$ cat src/rtl/fetch_queue_pkg.sv
// fetch_queue_pkg: idle-head constants and predictor side-band field layout.
package fetch_queue_pkg;
    localparam logic [31:0] NOP_INSTR = 32'h0000_0013;
    localparam logic [31:0] NOP_PC = 32'h0000_0000;
    localparam logic [31:0] NOP_NPC = 32'h0000_0004;
    localparam int META_W = 16;
    localparam int META_JAL_OFF = 0;
    localparam int META_HIT_OFF = 1;
    localparam int META_LPRED_OFF = 2;
    localparam int META_GPRED_OFF = 3;
    localparam int META_GHIST_OFF = 4;
    localparam int META_GHIST_W = 9;
    localparam int META_TPRED_OFF = 13;
    localparam int META_TVALID_OFF = 14;
    localparam int META_COMMIT_OFF = 15;
endpackage

$ cat src/rtl/fetch_queue_ram.sv
// fetch_queue_ram: unreset register file, one write port, one asynchronous read port.
module fetch_queue_ram #(
    parameter int DEPTH = 4,
    parameter int WIDTH = 112
) (
    input  logic                     clk_i,
    input  logic                     we,
    input  logic [$clog2(DEPTH)-1:0] waddr,
    input  logic [WIDTH-1:0]         wdata,
    input  logic [$clog2(DEPTH)-1:0] raddr,
    output logic [WIDTH-1:0]         rdata
);
    logic [WIDTH-1:0] mem [DEPTH];
    always_ff @(posedge clk_i) begin
        if (we) mem[waddr] <= wdata;
    end
    assign rdata = mem[raddr];
endmodule

$ cat src/rtl/fetch_queue.sv
// fetch_queue: DEPTH-entry fetch-to-decode buffer with valid/ready handshakes and one-cycle flush.
module fetch_queue
    import fetch_queue_pkg::*;
#(
    parameter int DEPTH = 4,
    parameter int INSTR_WIDTH = 32,
    parameter int PC_WIDTH = 32,
    parameter int META_WIDTH = 16,
    parameter int AFULL_LEVEL = DEPTH - 1
) (
    input  logic                       clk_i,
    input  logic                       rst,
    input  logic                       flush_i,
    input  logic                       fetch_valid_i,
    output logic                       fetch_ready_o,
    input  logic [INSTR_WIDTH-1:0]     F_instr_i,
    input  logic [PC_WIDTH-1:0]        F_PC_i,
    input  logic [PC_WIDTH-1:0]        F_nPC_i,
    input  logic [META_WIDTH-1:0]      F_meta_i,
    input  logic                       decode_allow_in_i,
    output logic                       decode_valid_o,
    output logic [INSTR_WIDTH-1:0]     FD_instr_o,
    output logic [PC_WIDTH-1:0]        FD_PC_o,
    output logic [PC_WIDTH-1:0]        FD_nPC_o,
    output logic [META_WIDTH-1:0]      FD_meta_o,
    output logic [$clog2(DEPTH+1)-1:0] count_o,
    output logic                       afull_o
);
    localparam int AW = $clog2(DEPTH);
    localparam int CW = $clog2(DEPTH + 1);
    localparam int DW = INSTR_WIDTH + 2 * PC_WIDTH + META_WIDTH;
    logic [AW-1:0] rd_ptr, wr_ptr;
    logic [CW-1:0] count;
    logic push, pop;
    logic [DW-1:0] rd_data;
    logic [INSTR_WIDTH-1:0] rd_instr;
    logic [PC_WIDTH-1:0] rd_pc, rd_npc;
    logic [META_WIDTH-1:0] rd_meta;
    assign fetch_ready_o = count != CW'(DEPTH);
    assign decode_valid_o = count != '0;
    assign push = fetch_valid_i & fetch_ready_o & ~flush_i;
    assign pop = decode_valid_o & decode_allow_in_i & ~flush_i;
    assign count_o = count;
    assign afull_o = count >= CW'(AFULL_LEVEL);
    always_ff @(posedge clk_i or posedge rst) begin
        if (rst) begin
            rd_ptr <= '0;
            wr_ptr <= '0;
            count <= '0;
        end else if (flush_i) begin
            rd_ptr <= '0;
            wr_ptr <= '0;
            count <= '0;
        end else begin
            if (push) wr_ptr <= wr_ptr + 1'b1;
            if (pop) rd_ptr <= rd_ptr + 1'b1;
            count <= count + CW'(push) - CW'(pop);
        end
    end
    fetch_queue_ram #(.DEPTH(DEPTH), .WIDTH(DW)) u_ram (
        .clk_i (clk_i),
        .we    (push),
        .waddr (wr_ptr),
        .wdata ({F_instr_i, F_PC_i, F_nPC_i, F_meta_i}),
        .raddr (rd_ptr),
        .rdata (rd_data)
    );
    assign {rd_instr, rd_pc, rd_npc, rd_meta} = rd_data;
    // empty head shows a NOP so decode never sees stale storage
    assign FD_instr_o = decode_valid_o ? rd_instr : INSTR_WIDTH'(NOP_INSTR);
    assign FD_PC_o = decode_valid_o ? rd_pc : PC_WIDTH'(NOP_PC);
    assign FD_nPC_o = decode_valid_o ? rd_npc : PC_WIDTH'(NOP_NPC);
    assign FD_meta_o = decode_valid_o ? rd_meta : '0;
    a_valid_hold: assert property (@(posedge clk_i) disable iff (rst)
        (fetch_valid_i && !fetch_ready_o && !flush_i) |=> (fetch_valid_i || flush_i));
    a_count_max: assert property (@(posedge clk_i) disable iff (rst) count <= CW'(DEPTH));
endmodule

$ cat config.mk
export PLATFORM = sky130hd
export DESIGN_NAME = fetch_queue
export DESIGN_NICKNAME = d
export VERILOG_FILES = /design/src/rtl/fetch_queue_pkg.sv /design/src/rtl/fetch_queue_ram.sv /design/src/rtl/fetch_queue.sv
export SDC_FILE = /design/constraint.sdc
export NUM_CORES = 1
export LEC_CHECK = 0
export CORE_ASPECT_RATIO = 1.2
export CORE_UTILIZATION = 49
export DETAILED_ROUTE_END_ITERATION = 6
export GPL_TIMING_DRIVEN = 0
export PLACE_DENSITY = 0.76
export SYNTH_ARGS = -nofsm -noshare
export SYNTH_HDL_FRONTEND = slang
export SYNTH_SLANG_ARGS = --single-unit
$ cat constraint.sdc
create_clock -name clk_i -period 3.9 [get_ports clk_i]
set_input_delay 0.78 -clock clk_i [delete_from_list [all_inputs] [get_ports clk_i]]
set_output_delay 0.78 -clock clk_i [all_outputs]
set_load 0.03 [all_outputs]
Yosys cells after proc, flatten, opt, wreduce, memory -nomap -nowiden
Memory sizes are Yosys's and may differ from the RTL's.
Cells that the tools add are included.
Word-level totals
  output and inout port bits: 118
  ROM bits: 0
  RAM bits: 448
  memories: 1
  input port bits: 117
  word-level logic and storage cells: 29
  latch bits: 0
  register bits after elaboration: 7
Cells by class
  div/mod/pow operators: 0
  add/subtract/negate cells: 4
  multiplexer cells: 11
  shift-type cells: 0
  reductions and logical operators: 3
  magnitude comparators: 1
  multipliers: 0
  bitwise logic cells: 5
  equal/unequal tests: 1
Memory list
  u_ram.mem: words 4, width 112, rd ports 1, clocked after memory_dff 0, wr ports 1, line fetch_queue_ram.sv:13  | logic [WIDTH-1:0] mem [DEPTH];
Operators by type and width (count)
  32-bit two-way mux: 3
  16-bit two-way mux: 1
  2-bit two-way mux: 4
  2-bit by 1-bit adder with 2-bit output, second input constant: 2
  1-bit AND: 4
  2-bit nonzero test: 2
  3-bit by 1-bit adder with 3-bit output: 1
  3-bit by 2-bit greater-or-equal comparator with 1-bit output, second input constant: 1
  3-bit two-way mux: 1
  3-bit inequality test, second input constant: 1
  3-bit nonzero test: 1
  3-bit by 1-bit subtractor with 3-bit output: 1
  1-bit two-way mux: 2
  1-bit NOT: 1

Depth between registers and ports, before layout
Gate-level depths: netlist of the first run.
  depth after elaboration: 6
  depth in mapped cells: 10
  gate-level depth less buffers: 10

By module
From an unflattened synthesis of the first run, not the netlist that was laid out.
Unflattened totals
  cell total of the unflattened synthesis: 754
  area total of the unflattened synthesis: 17491.8 µm²
By module, submodules not included
  fetch_queue_ram: cells each 589, instances 1, area an instance 16276.9 µm², sequential area each 13452.9 µm²
  fetch_queue: cells each 165, instances 1, area an instance 1214.9 µm², sequential area each 175.2 µm²

Worst setup path before layout of the first run
No wires, ideal clock.
  kind: input port to flip-flop
  from: input port flush_i
  to: memory u_ram.mem[0][0] (enable)
  setup slack: -496 ps
  required time: 3416 ps
  data arrival time: 3912 ps
  cell stages on the path: 3
  buffers on the path: 1
  setup time: 484 ps
  cells stage by stage: clkbuf_1 nor3_1 and2_1
Between the ends
  longest elaborated chain between the ends: 4
RTL lines
  start: declaration: line fetch_queue.sv:13  | input logic flush_i,
  1-bit NOT: line fetch_queue.sv:41  | assign push = fetch_valid_i & fetch_ready_o & ~flush_i;
  1-bit AND: line fetch_queue.sv:41
  1-bit two-way mux: line fetch_queue_ram.sv:15  | if (we) mem[waddr] <= wdata;
  1-bit two-way mux (not written as such): line fetch_queue_ram.sv:15
  end: declaration: line fetch_queue_ram.sv:13
No other way between the ends.

Worst setup path after layout of the first run
  from: register count[1] (netlist: count_o[1])
  to: output port FD_instr_o[4]
Between the ends
  longest elaborated chain between the ends: 2
RTL lines
  start: declaration: line fetch_queue.sv:33  | logic [CW-1:0] count;
  start signal: assignment: line fetch_queue.sv:57  | count <= count + CW'(push) - CW'(pop);
  3-bit nonzero test: line fetch_queue.sv:40  | assign decode_valid_o = count != '0;
  32-bit two-way mux: line fetch_queue.sv:70  | assign FD_instr_o = decode_valid_o ? rd_instr : INSTR_WIDTH'(NOP_INSTR);
  end: declaration: line fetch_queue.sv:22  | output logic [INSTR_WIDTH-1:0] FD_instr_o,
No other way between the ends.

==> Flow_metrics.wiki, run 1 <==
{| class="wikitable"
! Metric !! Value
|-
| Run status || completed
|-
| Wire length of the first global-routing pass || 50.78 mm
|-
| Core region area || 0.03491 sq mm
|-
| Clock tree from TritonCTS || built
|-
| Weighted congestion at the end of routability-driven global placement || 0.7129
|-
| Antenna violations before repair || 2
|-
| H-tree levels || 2
|-
| Grt total ovfl || 0
|-
| Summed negative setup slack over all endpoints || 0 ns
|-
| Drt via density || 5.336
|-
| Cell count after placement || 1,467
|-
| First-iteration detailed-routing DRC count || 620
|-
| Mean cell area of the mapped netlist || 22.75 sq um
|-
| DRT Pass-1 Iters || 5
|-
| Worst Path Max Fanout || 10
|-
| Crit Path Class || flip-flop to primary output
|-
| WP data arrival || 2.88 ns
|-
| M1 WL || 13.36 mm
|-
| Delay of the slowest critical-path stage || 0.69 ns
|-
| Setup-violating endpoint count in the final report || 0
|-
| Worst-case register-to-register setup slack || 1.40 ns
|-
| Number of buffer cells added on primary ports || 233
|-
| Number of hold violations in the final report || 0
|-
| Count of distinct cell types in the synthesized netlist || 24
|-
| Highest clock rate || 273.4 MHz
|-
| Drt wl/cell || 21.66 um
|-
| Synthesis-stage register bit count || 455
|-
| Die Width || 173.9 um
|-
| Worst-case clock buffer depth || 3
|-
| Fin. max-slew vios || 0
|-
| Worst hold path class || primary input to async pin
|-
| TritonCTS buffer count || 43
|-
| Global-route total usage across every layer || 0.1873
|-
| Gate Count Post-Synth || 764
|-
| Detailed-route wire length || 33.48 mm
|-
| Post-cts hold buffer count || 0
|-
| Met2 Wirelength || 17.10 mm
|-
| Number of standard-cell rows in the floorplan || 75
|-
| Post-CTS setup buffers || 0
|-
| Die area || 0.03623 sq mm
|-
| Synth-to-layout area growth || 26.13%
|-
| Proportion of synthesized chip area in sequential cells || 0.7842
|-
| Nets || 1,175
|-
| Post-layout minimum cycle time || 3.658 ns
|-
| Effective utilization at floorplan || 0.4978
|-
| CP required || 3.12 ns
|-
| Number of global-route vias before repair || 8,700
|-
| Count of non-filler cells in the finished layout || 1,546
|-
| Number of max-cap violations || 0
|-
| Crit path max-delay family || buffers and inverters
|-
| End of the worst register-to-register path || count_o[2]
|-
| Depth of the critical timing path with buffers and inverters included || 4
|-
| Routed met3 length || 2.392 mm
|-
| Root buffer selected by CTS || clkbuf_16
|-
| DRT antenna net count || 0
|-
| Die height || 208.3 um
|-
| Unrepaired setup endpoints after global routing || no
|-
| Number of cells on the worst reg-to-reg path || 10
|-
| I/O pin cnt || 235
|-
| Top routing layer in use || met4
|-
| Clock network latency to the later pin of the worst-skew pair || 0.53 ns
|-
| Critical-path cell list || nor3_4 -> clkbuf_1 -> or2_1 -> clkdlybuf4s50_1
|-
| PD cells || 662.7 mW/mm^2
|-
| Leakage power of the design || 6.924 nW
|-
| Overall via count from detail_route || 8,250
|-
| Final Cycle Share || 0.9380
|-
| Worst-case hold slack || 0.5040 ns
|-
| Crit-path slowest cell || clkdlybuf4s50_1
|-
| Buffering stage count on the worst path with inverters included || 2
|-
| Nets in the synthesized netlist || 889
|-
| CTS sink count || 455
|-
| DP Wirelength || 20.66 mm
|-
| Max-Slew Margin vs Limit || 0.5316
|-
| DRC violations left || 0
|-
| Post-synthesis instance area || 0.01738 sq mm
|-
| Pin count of the biggest net entering global routing || 52
|-
| Worst-path clk slew || 0.06 ns
|-
| Startpoint Class || flip-flop
|-
| Actual slew at the worst max-slew pin || 0.7025 ns
|-
| Endpoint kind of the worst setup timing path || primary output
|-
| Ratio of cells with drive above 1 in the final layout || 0.1969
|-
| Warnings from Yosys || 0
|-
| Largest clock skew in the final design || 0.005020 ns
|-
| Launching point of the worst reg2reg path || count_o[1]
|-
| Peak supply drop || 0.5147 mV
|}
[cells in the final DEF, fill, tap and decap left out, types with 8 or more instances in the layout]
master / count
buf_16: 8
clkdlybuf4s50_1: 233
mux4_2: 112
buf_2: 14
inv_1: 10
nor2b_1: 109
clkbuf_16: 45
clkbuf_1: 22
edfxtp_1: 448
[worst reg2reg max path, stage by stage, from the launching register on]
cell and delay [ns]:
dfrtp_1 0.52, nor3b_1 0.17, nor3_1 0.45, inv_1 0.10, ha_1 0.30, inv_1 0.06, ha_1 0.12, inv_1 0.05
fa_1 0.39, xor2_1 0.17, nor2_1 0.05
[Yosys cell counts]
| master | n | share of area |
|---|---|---|
| edfxtp_1 | 448 | 0.77 |
| mux4_2 | 112 | 0.15 |
| nor2b_1 | 109 | 0.039 |
| clkbuf_1 | 17 | 0.0037 |
| buf_2 | 15 | 0.0043 |
| inv_1 | 10 | 0.0022 |
| buf_6 | 7 | 0.0045 |
| dfrtp_1 | 7 | 0.010 |
| ha_1 | 7 | 0.0050 |
| nor2_1 | 5 | 0.0011 |
| and2_1 | 4 | 0.0014 |
| or2_1 | 4 | 0.0014 |
| o21ai_0 | 3 | 0.00086 |
| a21oi_1 | 2 | 0.00058 |
| nand2_1 | 2 | 0.00043 |
| nand2b_1 | 2 | 0.00072 |
| or3_1 | 2 | 0.00072 |
| xor2_1 | 2 | 0.0010 |
| fa_1 | 1 | 0.0012 |
| mux2i_1 | 1 | 0.00058 |
| nor3_1 | 1 | 0.00029 |
| nor3_2 | 1 | 0.00058 |
| nor3b_1 | 1 | 0.00043 |
| o31ai_1 | 1 | 0.00043 |
[per-stage QoR]
stage | setup slack [ns] | total power [W] | utilization | instance area [sq um]
2_1_floorplan | 0.7347 | 0.008716 | - | 17380
3_3_place_gp | -0.8559 | 0.01059 | 0.5814 | 20290
3_5_place_dp | 0.1574 | 0.01063 | 0.5878 | 20520
4_1_cts | 0.02990 | 0.01472 | 0.6277 | 21910
5_1_grt | 0.001545 | 0.01512 | 0.6278 | 21920
6_report | 0.2417 | 0.01453 | 0.6279 | 21920
[how the worst max path moves through the flow]
| stage | startpoint | end | slack [ns] |
|---|---|---|---|
| finish | count_o[1] | FD_instr_o[4] | 0.24 |
| global route | count_o[1] | FD_instr_o[4] | 0.002 |
| CTS | count_o[1] | FD_nPC_o[4] | 0.03 |
| detailed placement | count_o[1] | FD_meta_o[6] | 0.16 |
| global placement | fetch_valid_i | u_ram.mem[0][69] | -0.86 |
| floorplan | flush_i | u_ram.mem[0][0] | 0.73 |
[sequential cells by signal, summed over array words and instances (netlist names)]
signal,flops
u_ram.mem,448
count_o,3
rd_ptr,2
wr_ptr,2
[per-layer routing]
metal / vias to the layer above / global-route usage
li1: 3687 / -
met4: 0 / 0.05051
met5: - / 0
met1: 4260 / 0.2387
met2: 262 / 0.3190
met3: 41 / 0.04879
[kinds of logic after synthesis]
group | share of synthesized area
compound gates | 0.001872
xor+xnor | 0.001008
fa+ha+maj | 0.006191
buf+inv | 0.01469
flops | 0.7842
mux | 0.1457
simple gates | 0.04636
[final cells by class]
type	instances	area, sq um
antenna	2	5.005
buffer	39	226.5
clock buffer	55	1164
clock inverter	22	216.5
fill	2401	12990
inverter	10	37.54
multi-input combinational	260	3512
sequential	455	13630
tap	462	578.1
timing repair buffer	241	2552
[power by group]
part,internal (W),switching [W]
clock,0.00238,0.00169
combinational,0.00210,0.00267
sequential,0.00563,0.0000684
total,0.0101,0.00442
[repair_timing]
item / in CTS / in global routing
gates cloned: 0 / 0
endpoints found under the setup margin: 64 / 10
gates resized for setup: 6 / 2
Note: power is estimated with default switching activity, not from simulation.
==> run 2, diff against run 1 <==
--- a/config.mk
+++ b/config.mk
@@ -5,7 +5,8 @@
 export SDC_FILE = /design/constraint.sdc
 export NUM_CORES = 1
 export LEC_CHECK = 0
-export CORE_ASPECT_RATIO = 1.2
+export CORE_ASPECT_RATIO = 0.8
+export CORE_MARGIN = 1
 export CORE_UTILIZATION = 49
 export DETAILED_ROUTE_END_ITERATION = 6
 export GPL_TIMING_DRIVEN = 0
==> run 2 against run 1 <==
Effect of this change: clock skew grew 0.0012 ns; maximum frequency decreased by 1.8%; sequential cell count unchanged; total power decreased by 0.42%; non-clock buffer count unchanged; final cell count is 0.39% higher; clock power fell by 2%; via count increased by 0.91%; setup slack worse by 0.065 ns; combinational power about the same; global-route usage is 0.60 points higher; cell area decreased by 0.32%; largest power group unchanged; highest routed layer is now met5.
==> Flow_metrics.wiki, run 2 (same netlist as run 1, synthesis figures left out) <==
{| class="wikitable"
! Metric !! Value
|-
| Critical-path cell list || buf_2 -> buf_2 -> buf_2 -> mux4_2 -> nor2b_1 -> clkdlybuf4s50_1
|-
| DRT antenna net count || 0 (unchanged)
|-
| Effective utilization at floorplan || 0.4994 (+0.001503)
|-
| Number of buffer cells added on primary ports || 233 (unchanged)
|-
| Count of fill cells added during filler insertion || 2,435 (+1.4%)
|-
| Crit Path Class || flip-flop to primary output
|-
| Nets || 1,176 (+0.085%)
|-
| Number of standard-cell rows in the floorplan || 61 (-19%)
|-
| Count of non-filler cells in the finished layout || 1,552 (+0.39%)
|-
| WP data arrival || 2.94 ns (+0.06 ns)
|-
| TritonCTS buffer count || 44 (+2.3%)
|-
| DRT Pass-1 Iters || 5 (unchanged)
|-
| Cell count after placement || 1,476 (+0.61%)
|-
| Standard cell area after detailed placement || 0.02050 sq mm (about the same)
|-
| Overall via count from detail_route || 8,325 (+0.91%)
|-
| Die height || 170.4 um (-18%)
|-
| Count of antenna diodes in the layout || 0 (-2)
|-
| Actual slew at the worst max-slew pin || 0.9283 ns (+0.2258 ns)
|-
| Delay of the slowest critical-path stage || 0.66 ns (-0.03 ns)
|-
| Post-layout minimum cycle time || 3.724 ns (+0.06521 ns)
|-
| Ratio of cells with drive above 1 in the final layout || 0.1889 (-0.007969)
|-
| Run status || completed
|-
| Startpoint Class || flip-flop
|-
| Most common library cell in the layout ignoring fill and taps || edfxtp_1
|-
| DP Wirelength || 21.79 mm (+5.5%)
|-
| Summed negative setup slack over all endpoints || 0 ns (unchanged)
|-
| PD cells || 662.0 mW/mm^2 (-0.10%)
|-
| Utilization after layout || 0.6278 (about the same)
|-
| Worst-case clock buffer depth || 3 (unchanged)
|-
| Weighted congestion at the end of routability-driven global placement || 0.7228 (+1.4%)
|-
| Leakage power of the design || 6.895 nW (-0.41%)
|-
| Die Width || 212.6 um (+22%)
|-
| Pin count of the biggest net entering global routing || 58 (+12%)
|-
| Grt total ovfl || 0 (unchanged)
|-
| Clock network latency to the later pin of the worst-skew pair || 0.53 ns (about the same)
|-
| Drt via density || 5.364 (+0.52%)
|-
| First-iteration detailed-routing DRC count || 503 (-19%)
|-
| Top library cells by usage in the layout, fill and taps aside || 448 x edfxtp_1, 233 x clkdlybuf4s50_1, 112 x mux4_2
|-
| Worst-case hold slack || 0.5045 ns (+0.0004340 ns)
|-
| Peak supply drop || 0.5028 mV (-2.3%)
|-
| DRC violations left || 0 (unchanged)
|-
| Number of max-cap violations || 0 (unchanged)
|-
| Number of hold violations in the final report || 0 (unchanged)
|-
| Max-Slew Margin vs Limit || 0.3811 (-0.1505)
|-
| Fin. max-slew vios || 0 (unchanged)
|-
| Total non-filler cell area in the finished layout || 0.02185 sq mm (-0.32%)
|-
| Crit-path slowest cell || clkdlybuf4s50_1
|-
| Area used by sequential logic in the layout || 0.01363 sq mm (unchanged)
|-
| CTS sink count || 455 (unchanged)
|-
| Wire length of the first global-routing pass || 51.47 mm (+1.4%)
|-
| Largest clock skew in the final design || 0.006202 ns (+0.001181 ns)
|-
| Worst Path Max Fanout || 10 (unchanged)
|-
| Number of global-route vias before repair || 8,706 (+0.069%)
|-
| I/O pin cnt || 235 (unchanged)
|-
| H-tree levels || 2 (unchanged)
|-
| Antenna violations before repair || 2 (unchanged)
|-
| Core region area || 0.03480 sq mm (-0.30%)
|-
| Cell with the most instances on the worst path || buf_2
|-
| Post-cts hold buffer count || 0 (unchanged)
|-
| Worst-path clk slew || 0.06 ns (about the same)
|-
| Clock tree from TritonCTS || built
|-
| Worst hold path class || primary input to async pin
|-
| Final Cycle Share || 0.9548 (+0.01672)
|-
| Drt wl/cell || 22.32 um (+3.0%)
|-
| CP required || 3.12 ns (about the same)
|-
| Highest clock rate || 268.6 MHz (-1.8%)
|-
| Number of flip-flops under the largest register name || 448 (unchanged)
|-
| Detailed-route wire length || 34.63 mm (+3.4%)
|-
| Root buffer selected by CTS || clkbuf_16
|-
| Register with the highest flop count || u_ram.mem
|-
| Die area || 0.03623 sq mm (about the same)
|-
| Unrepaired setup endpoints after global routing || no
|-
| Synth-to-layout area growth || 25.72%
|-
| Multi-input gate area in the final layout || 0.003512 sq mm (unchanged)
|-
| Global-route total usage across every layer || 0.1933 (+0.006007)
|-
| Setup-violating endpoint count in the final report || 0 (unchanged)
|-
| Endpoint kind of the worst setup timing path || primary output
|}
-- run 2: changes by cell type in the layout (fill, tap and decap cells not counted), sizes merged --
cell	before	now
bufinv	4	3
diode	2	0
clkinvlp	4	0
clkinv	14	16
clkbuf	72	73
-- run 2: timing repair --
item / CTS / global route
setup endpoints to repair: 64 / 17
pin swaps: 0 / 1
buffers inserted: 0 / 1
resized for setup: 4 / 0
-- run 2: critical path: cells and delay by family, from the launching register on --
family,cells,cell delay [ns]
mux,1,0.36
flops,1,0.32
simple gates,1,0.14
buf+inv,4,1.57
-- run 2: worst paths after layout --
| kind | depth (start not counted) | start | slack [ns] | endpoint |
|---|---|---|---|---|
| max in group asynchronous | 2 | rst | 3.17 | count_o[1] |
| max | 6 | rd_ptr[1] | 0.18 | FD_meta_o[12] |
| min reg2reg | 2 | wr_ptr[1] | 0.60 | wr_ptr[1] |
| min in group clk_i | 2 | wr_ptr[1] | 0.60 | wr_ptr[1] |
| min | 2 | rst | 0.50 | wr_ptr[0] |
| max reg2reg | 4 | count_o[1] | 1.13 | u_ram.mem[1][75] |
-- run 2: layout make-up --
cell class | instances | area share
plain buffers | 39 | 0.01019
clock buffers | 56 | 0.05343
clock inverters | 19 | 0.007273
inverters | 10 | 0.001718
multi-input cells | 260 | 0.1607
flip-flops and latches | 455 | 0.6237
well taps | 472 | 0.02703
repair buffers | 241 | 0.1159
-- run 2: where the power goes --
group	internal [W]	switching, W
combinational	0.00210	0.00269
sequential	0.00563	0.0000721
clock	0.00230	0.00168
-- run 2: per-stage QoR --
stage / total power (W) / setup slack [ns]
after global placement: 0.01058 / -0.7964
after detailed placement: 0.01062 / 0.1807
final: 0.01446 / 0.1765
after CTS: 0.01463 / 0.03271
after global routing: 0.01506 / 0.03506
after floorplan: 0.008716 / 0.7347
-- run 2: metal layers --
layer,vias to the layer above,track usage,part of all wire
li1,3687,-,-
met1,4305,0.2624,0.41
met2,272,0.3088,0.49
met3,57,0.05721,0.082
met4,4,0.04817,0.018
met5,-,0,0.00078
